`src/rtl/stage3_packet_messages_counter.sv`:
```
// Per-channel message counting with a FWFT queue of packet-messages words {upper16, count}.
// Optional PACKET_SEQ_EN: upper16 carries the channel's packet sequence number (pre-increment).
module stage3_packet_messages_counter #(
    parameter int MSG_W = 16,
    parameter int CH_N  = 4,
    parameter int CH_W  = 2,
    parameter int DEPTH = 4,
    parameter int AW    = 2
) (
    input  logic                  clk,
    input  logic                  rst,
    input  logic                  msg_valid,
    input  logic [CH_W-1:0]       msg_channel,
    input  logic                  msg_last,
    output logic                  out_valid,
    input  logic                  out_ready,
    output logic [MSG_W+15:0]     packet_messages_data,
    output logic [CH_W-1:0]       packet_channel,
    output logic                  drop_flag,
    input  logic                  drop_clear
);
    localparam int WW = MSG_W + 16;

    logic ch_ok, cnt_en, push;
    assign ch_ok  = ({1'b0, msg_channel} < (CH_W+1)'(CH_N));
    assign cnt_en = msg_valid & ch_ok;
    assign push   = cnt_en & msg_last;

    logic [CH_N-1:0][MSG_W-1:0] cnt_q, cnt_d;
    logic [MSG_W-1:0]           cur_cnt, cnt_inc;
    logic [15:0]                upper;

    always_comb begin
        cnt_d   = cnt_q;
        cur_cnt = '0;
        for (int i = 0; i < CH_N; i++)
            if (msg_channel == CH_W'(i)) cur_cnt = cnt_q[i];
        // Saturating increment; this is also the emitted count on the last message
        cnt_inc = (&cur_cnt) ? cur_cnt : cur_cnt + 1'b1;
        for (int i = 0; i < CH_N; i++)
            if (cnt_en && msg_channel == CH_W'(i)) cnt_d[i] = msg_last ? '0 : cnt_inc;
    end

    always_ff @(posedge clk or posedge rst) begin
        if (rst) cnt_q <= '0;
        else     cnt_q <= cnt_d;
    end

`ifdef PACKET_SEQ_EN
    logic [CH_N-1:0][15:0] seq_q, seq_d;

    always_comb begin
        seq_d = seq_q;
        upper = '0;
        for (int i = 0; i < CH_N; i++) begin
            if (msg_channel == CH_W'(i)) upper = seq_q[i];
            // Advances even when the push is dropped so the gap is visible downstream
            if (push && msg_channel == CH_W'(i)) seq_d[i] = seq_q[i] + 16'd1;
        end
    end

    always_ff @(posedge clk or posedge rst) begin
        if (rst) seq_q <= '0;
        else     seq_q <= seq_d;
    end
`else
    assign upper = 16'b0;
`endif

    logic [WW-1:0]   mem_data [DEPTH];
    logic [CH_W-1:0] mem_ch   [DEPTH];
    logic [AW-1:0]   wr_q, wr_d, rd_q, rd_d;
    logic [AW:0]     lvl_q, lvl_d;
    logic            full, pop, accept, drop_q, drop_d;

    assign out_valid = (lvl_q != '0);
    assign full      = (lvl_q == (AW+1)'(DEPTH));
    assign pop       = out_valid & out_ready;
    assign accept    = push & (~full | pop);

    always_comb begin
        wr_d  = accept ? wr_q + 1'b1 : wr_q;
        rd_d  = pop ? rd_q + 1'b1 : rd_q;
        lvl_d = lvl_q;
        if (accept && !pop)      lvl_d = lvl_q + 1'b1;
        else if (!accept && pop) lvl_d = lvl_q - 1'b1;
        drop_d = drop_q;
        if (push && !accept) drop_d = 1'b1;
        else if (drop_clear) drop_d = 1'b0;
    end

    always_ff @(posedge clk or posedge rst) begin
        if (rst) begin
            wr_q   <= '0;
            rd_q   <= '0;
            lvl_q  <= '0;
            drop_q <= 1'b0;
        end else begin
            wr_q   <= wr_d;
            rd_q   <= rd_d;
            lvl_q  <= lvl_d;
            drop_q <= drop_d;
        end
    end

    // Storage needs no reset: the head is masked whenever the queue is empty
    always_ff @(posedge clk) begin
        if (accept) begin
            mem_data[wr_q] <= {upper, cnt_inc};
            mem_ch[wr_q]   <= msg_channel;
        end
    end

    assign packet_messages_data = out_valid ? mem_data[rd_q] : '0;
    assign packet_channel       = out_valid ? mem_ch[rd_q]   : '0;
    assign drop_flag            = drop_q;
endmodule

```
`config.mk`:
```
export PLATFORM = sky130hd
export DESIGN_NAME = stage3_packet_messages_counter
export DESIGN_NICKNAME = d
export VERILOG_FILES = /design/src/rtl/stage3_packet_messages_counter.sv
export SDC_FILE = /design/constraint.sdc
export NUM_CORES = 1
export LEC_CHECK = 0
export CAP_MARGIN = 20
export CORE_MARGIN = 1
export CORE_UTILIZATION = 25
export CTS_CLUSTER_DIAMETER = 200
export CTS_CLUSTER_SIZE = 25
export DETAILED_ROUTE_END_ITERATION = 8
export PLACE_DENSITY = 0.48
export SYNTH_ARGS = -nofsm -noshare
export SYNTH_HDL_FRONTEND = slang
export SYNTH_SLANG_ARGS = --single-unit
```
`constraint.sdc`:
```
create_clock -name clk -period 4.31 [get_ports clk]
set_input_delay 0.862 -clock clk [delete_from_list [all_inputs] [get_ports clk]]
set_output_delay 0.862 -clock clk [all_outputs]
set_load 0.1 [all_outputs]
```
==> parameters.txt <==
Parameter                              Value

Status
  Outcome ... completed

Hold path
  Hold WC Path Type ... reg2reg

Yosys
  Gate Count Post-Synth ... 457
  Proportion of synthesized area in mux cells ... 12.9%
  Mean cell area of the mapped netlist ... 14.2 um2
  Leading cell types by count after synthesis ... sky130_fd_sc_hd__dfrtp_1, sky130_fd_sc_hd__edfxtp_1, sky130_fd_sc_hd__nand2_1
  Synth async-reset ratio ... 50.0%
  Post-synthesis compound-gate area fraction ... 8.13%
  Share of Yosys cell area claimed by the top area cell type ... 33.4%
  Total number of yosys warnings ... 0
  Post-synthesis register bit count ... 144
  Adder-cell area share of the yosys netlist ... 1.47%
  Share of the yosys chip area belonging to registers ... 61.2%
  Number of synthesized flops with an enable pin ... 72
  Xor/xnor share of the synthesized area ... 2.65%
  Main combinational cell family by area after synthesis ... multiplexers
  Distinct cell type count after synthesis ... 51
  Cell types occupying the most area after synthesis ... sky130_fd_sc_hd__edfxtp_1, sky130_fd_sc_hd__dfrtp_1, sky130_fd_sc_hd__mux4_2
  Simple-Gate Fraction of Synth Area ... 9.23%
  Flip-flop cell with the highest count after synthesis ... sky130_fd_sc_hd__edfxtp_1
  Post-synthesis cell type with the largest combined area ... sky130_fd_sc_hd__edfxtp_1
  Synthesized area ... 6480 um2

Clock tree
  Clk sinks ... 144
  CTS tree ... done
  Buffer cell driving the clock tree root ... sky130_fd_sc_hd__clkbuf_16
  CTS resizes ... 0
  Longest Clk Path Bufs ... 2
  Worst-Skew Late Latency ... 0.42 ns
  Post-CTS Hold Buffers ... 0
  Total clock buffers created by CTS ... 17
  Clock transition at the registers of the reported paths ... 0.06 ns
  H-tree level count ... 4
  Number of buffers added for setup after CTS ... 0

Critical path
  Critical-path cell list ... clkdlybuf4s50_1 > buf_4 > mux4_1 > and2_1 > and4_1 > a31oi_1
  Slowest cell on the critical path ... sky130_fd_sc_hd__a31oi_1
  Maximum fanout encountered on the critical timing path ... 15
  CP arrival ... 3.71 ns
  Crit. End Element ... register
  Kind of start point of the critical path ... primary input
  Gate family responsible for the most delay along the worst path ... buffers and inverters
  Buffer and inverter count on the worst path ... 2
  Critical Path Max Stage Delay ... 0.70 ns
  Data required time of the critical path ... 4.43 ns
  Startpoint-to-endpoint class of the critical path ... in2reg

GRT
  Maximum number of pins on one net before global-route repair ... 39
  Overflow left after global routing ... 0
  Global-route wire length before repair ... 23,800 um
  Global-route usage over all layers ... 12.1%
  Number of global-route vias before repair ... 4,105
  Number of antenna violations at the first check in global routing ... 0

Detailed routing
  Number of DRC violations after detailed-routing iteration 0 ... 286
  Detailed Route WL ... 14,800 um
  Antenna viol nets, final ... 0
  Detailed-router iteration count before antenna repair ... 5
  Total number of vias ... 3,901
  Vias per cell ... 4.63
  Final routed wire length divided by cell count ... 17.5 um
  DRC viols ... 0

Cells and area
  Net count, final ... 515
  Synthesis-to-finish area growth ... 19.2%
  Antenna diode count ... 0
  Layout cell share with drive strength beyond 1 ... 23.8%

Floorplanning
  # rows ... 58
  Height of the die ... 163 um
  Die area ... 26,600 um2
  Number of top-level pins ... 44
  Die width ... 163 um
  Starting Density ... 25.6%
  Core outline area ... 25,300 um2

STA
  Max frequency ... 0.278 GHz
  Final period util ... 83.4%
  Headroom to the max-slew limit ... 35.6%
  Slew at the pin closest to its max-slew limit ... 0.963 ns
  Hold Vio Cnt, Final ... 0
  Total Neg Setup Slack ... 0 ns
  Final-report max-slew violation count ... 0
  Setup-failing EPs final ... 0
  RSZ-0062 raised after global routing ... no
  Final Skew ... 0.0104 ns
  Post-route minimum period ... 3.60 ns
  Final Worst Setup Slack ... 0.714 ns

Pwr
  Worst IR drop on VDD ... 0.664 mV
  Reg power frac ... 33.2%
  Portion of total power attributed to the clock network ... 30.1%
  Combinational power share ... 36.7%
  Cell-internal power ... 3.01 mW
  Switching power as a share of total power ... 40.5%
  Switching Power ... 2.05 mW
  LEAKAGE ... 3.00 nW
  Areal power density over the cells ... 655 nW/um2

Placement
  Quantity of I/O buffers inserted on ports ... 27
  Placement Setup Slack ... 0.261 ns
  Final HPWL from detailed placement ... 9970 um
  Final estimated routing congestion in global placement ... 0.711

Flow run
  Max-cap violations ... 0
==> worst min-delay path, cell delays in order (launching register included) <==
cell,delay (ns)
sky130_fd_sc_hd__dfrtp_1,0.34
sky130_fd_sc_hd__nand2_1,0.04
sky130_fd_sc_hd__o21ai_0,0.06
==> cells by family after synthesis <==
family	Yosys count
mux	40
xor+xnor	17
compound gates	80
flops	144
simple gates	113
fa+ha+maj	7
other cells	1
buf+inv	55
==> layer usage <==
| layer | track usage [%] | vias to the layer above | wire length (um) |
|---|---|---|---|
| li1 | - | 1753 | - |
| met1 | 15.5 | 2046 | 6910 |
| met2 | 19.4 | 89 | 7180 |
| met3 | 3.46 | 13 | 523 |
| met4 | 4.46 | 0 | 150 |
| met5 | 0 | - | 0 |
==> power groups by stage <==
stage	clock network [mW]	logic, mW	registers, mW
detailed placement	0	1.89	1.71
global route	1.61	1.96	1.70
floorplan	0	1.53	1.65
global placement	0	1.88	1.71
CTS	1.55	1.89	1.68
finish	1.52	1.86	1.68
==> final cells by class <==
class,count,area (um2)
clock inverters,14,179
clock buffers,18,439
well taps,330,413
fillers,2509,17600
flip-flops and latches,144,3960
inverters,17,63.8
repair buffers,47,375
multi-input cells,273,2290
==> layout by cell type, fill, tap and decap left out, types with 3 or more instances in the layout <==
master                             n
sky130_fd_sc_hd__inv_6             4
sky130_fd_sc_hd__xnor2_1           9
sky130_fd_sc_hd__and2_1           24
sky130_fd_sc_hd__clkbuf_16        17
sky130_fd_sc_hd__buf_4            38
sky130_fd_sc_hd__or2_2             5
sky130_fd_sc_hd__nand2_1          47
sky130_fd_sc_hd__xor2_1            5
sky130_fd_sc_hd__clkinv_4          3
sky130_fd_sc_hd__nand3_1           8
sky130_fd_sc_hd__ha_1              6
sky130_fd_sc_hd__inv_1            16
sky130_fd_sc_hd__nor2_1            8
sky130_fd_sc_hd__conb_1           16
sky130_fd_sc_hd__clkdlybuf4s50_1   9
sky130_fd_sc_hd__mux2i_1           4
sky130_fd_sc_hd__bufinv_16         3
sky130_fd_sc_hd__clkinvlp_4        3
sky130_fd_sc_hd__edfxtp_1         72
sky130_fd_sc_hd__o21ai_0          42
sky130_fd_sc_hd__a22o_1           24
sky130_fd_sc_hd__mux4_2           32
sky130_fd_sc_hd__dfrtp_1          72
sky130_fd_sc_hd__nand4_1           4
sky130_fd_sc_hd__a21oi_1           3
==> flip-flops by register name (all words and copies together) (netlist names) <==
signal	flops
cnt_q	64
lvl_q	3
wr_q	2
rd_q	2
drop_flag	1
mem_data	64
mem_ch	8
==> stage by stage <==
| stage | power [mW] | instance area, um2 | util (%) | cells | hold slack (ns) |
|---|---|---|---|---|---|
| final | 5.06 | 7720 | 30.5 | 843 | 0.479 |
| after CTS | 5.13 | 7720 | 30.5 | 843 | 0.480 |
| after global placement | 3.58 | 7100 | 28.0 | 811 | 0.460 |
| after floorplan | 3.19 | 6530 | - | 472 | 0.442 |
| after detailed placement | 3.60 | 7100 | 28.0 | 811 | 0.466 |
| after global routing | 5.28 | 7720 | 30.5 | 843 | 0.513 |
==> path summary, 6_finish.rpt <==
| path | slack, ns | start | endpoint | cells past startpoint |
|---|---|---|---|---|
| max | 0.71 | msg_channel[0] | mem_data[1][12] | 6 |
| min in group asynchronous | 0.96 | rst | cnt_q[17] | 2 |
| max reg2reg | 1.62 | cnt_q[17] | mem_data[1][12] | 6 |
| min | 0.48 | cnt_q[51] | cnt_q[51] | 2 |
| max in group asynchronous | 2.40 | rst | cnt_q[20] | 3 |
| min reg2reg | 0.48 | cnt_q[51] | cnt_q[51] | 2 |
No activity file was read; power rests on OpenSTA's default activity.
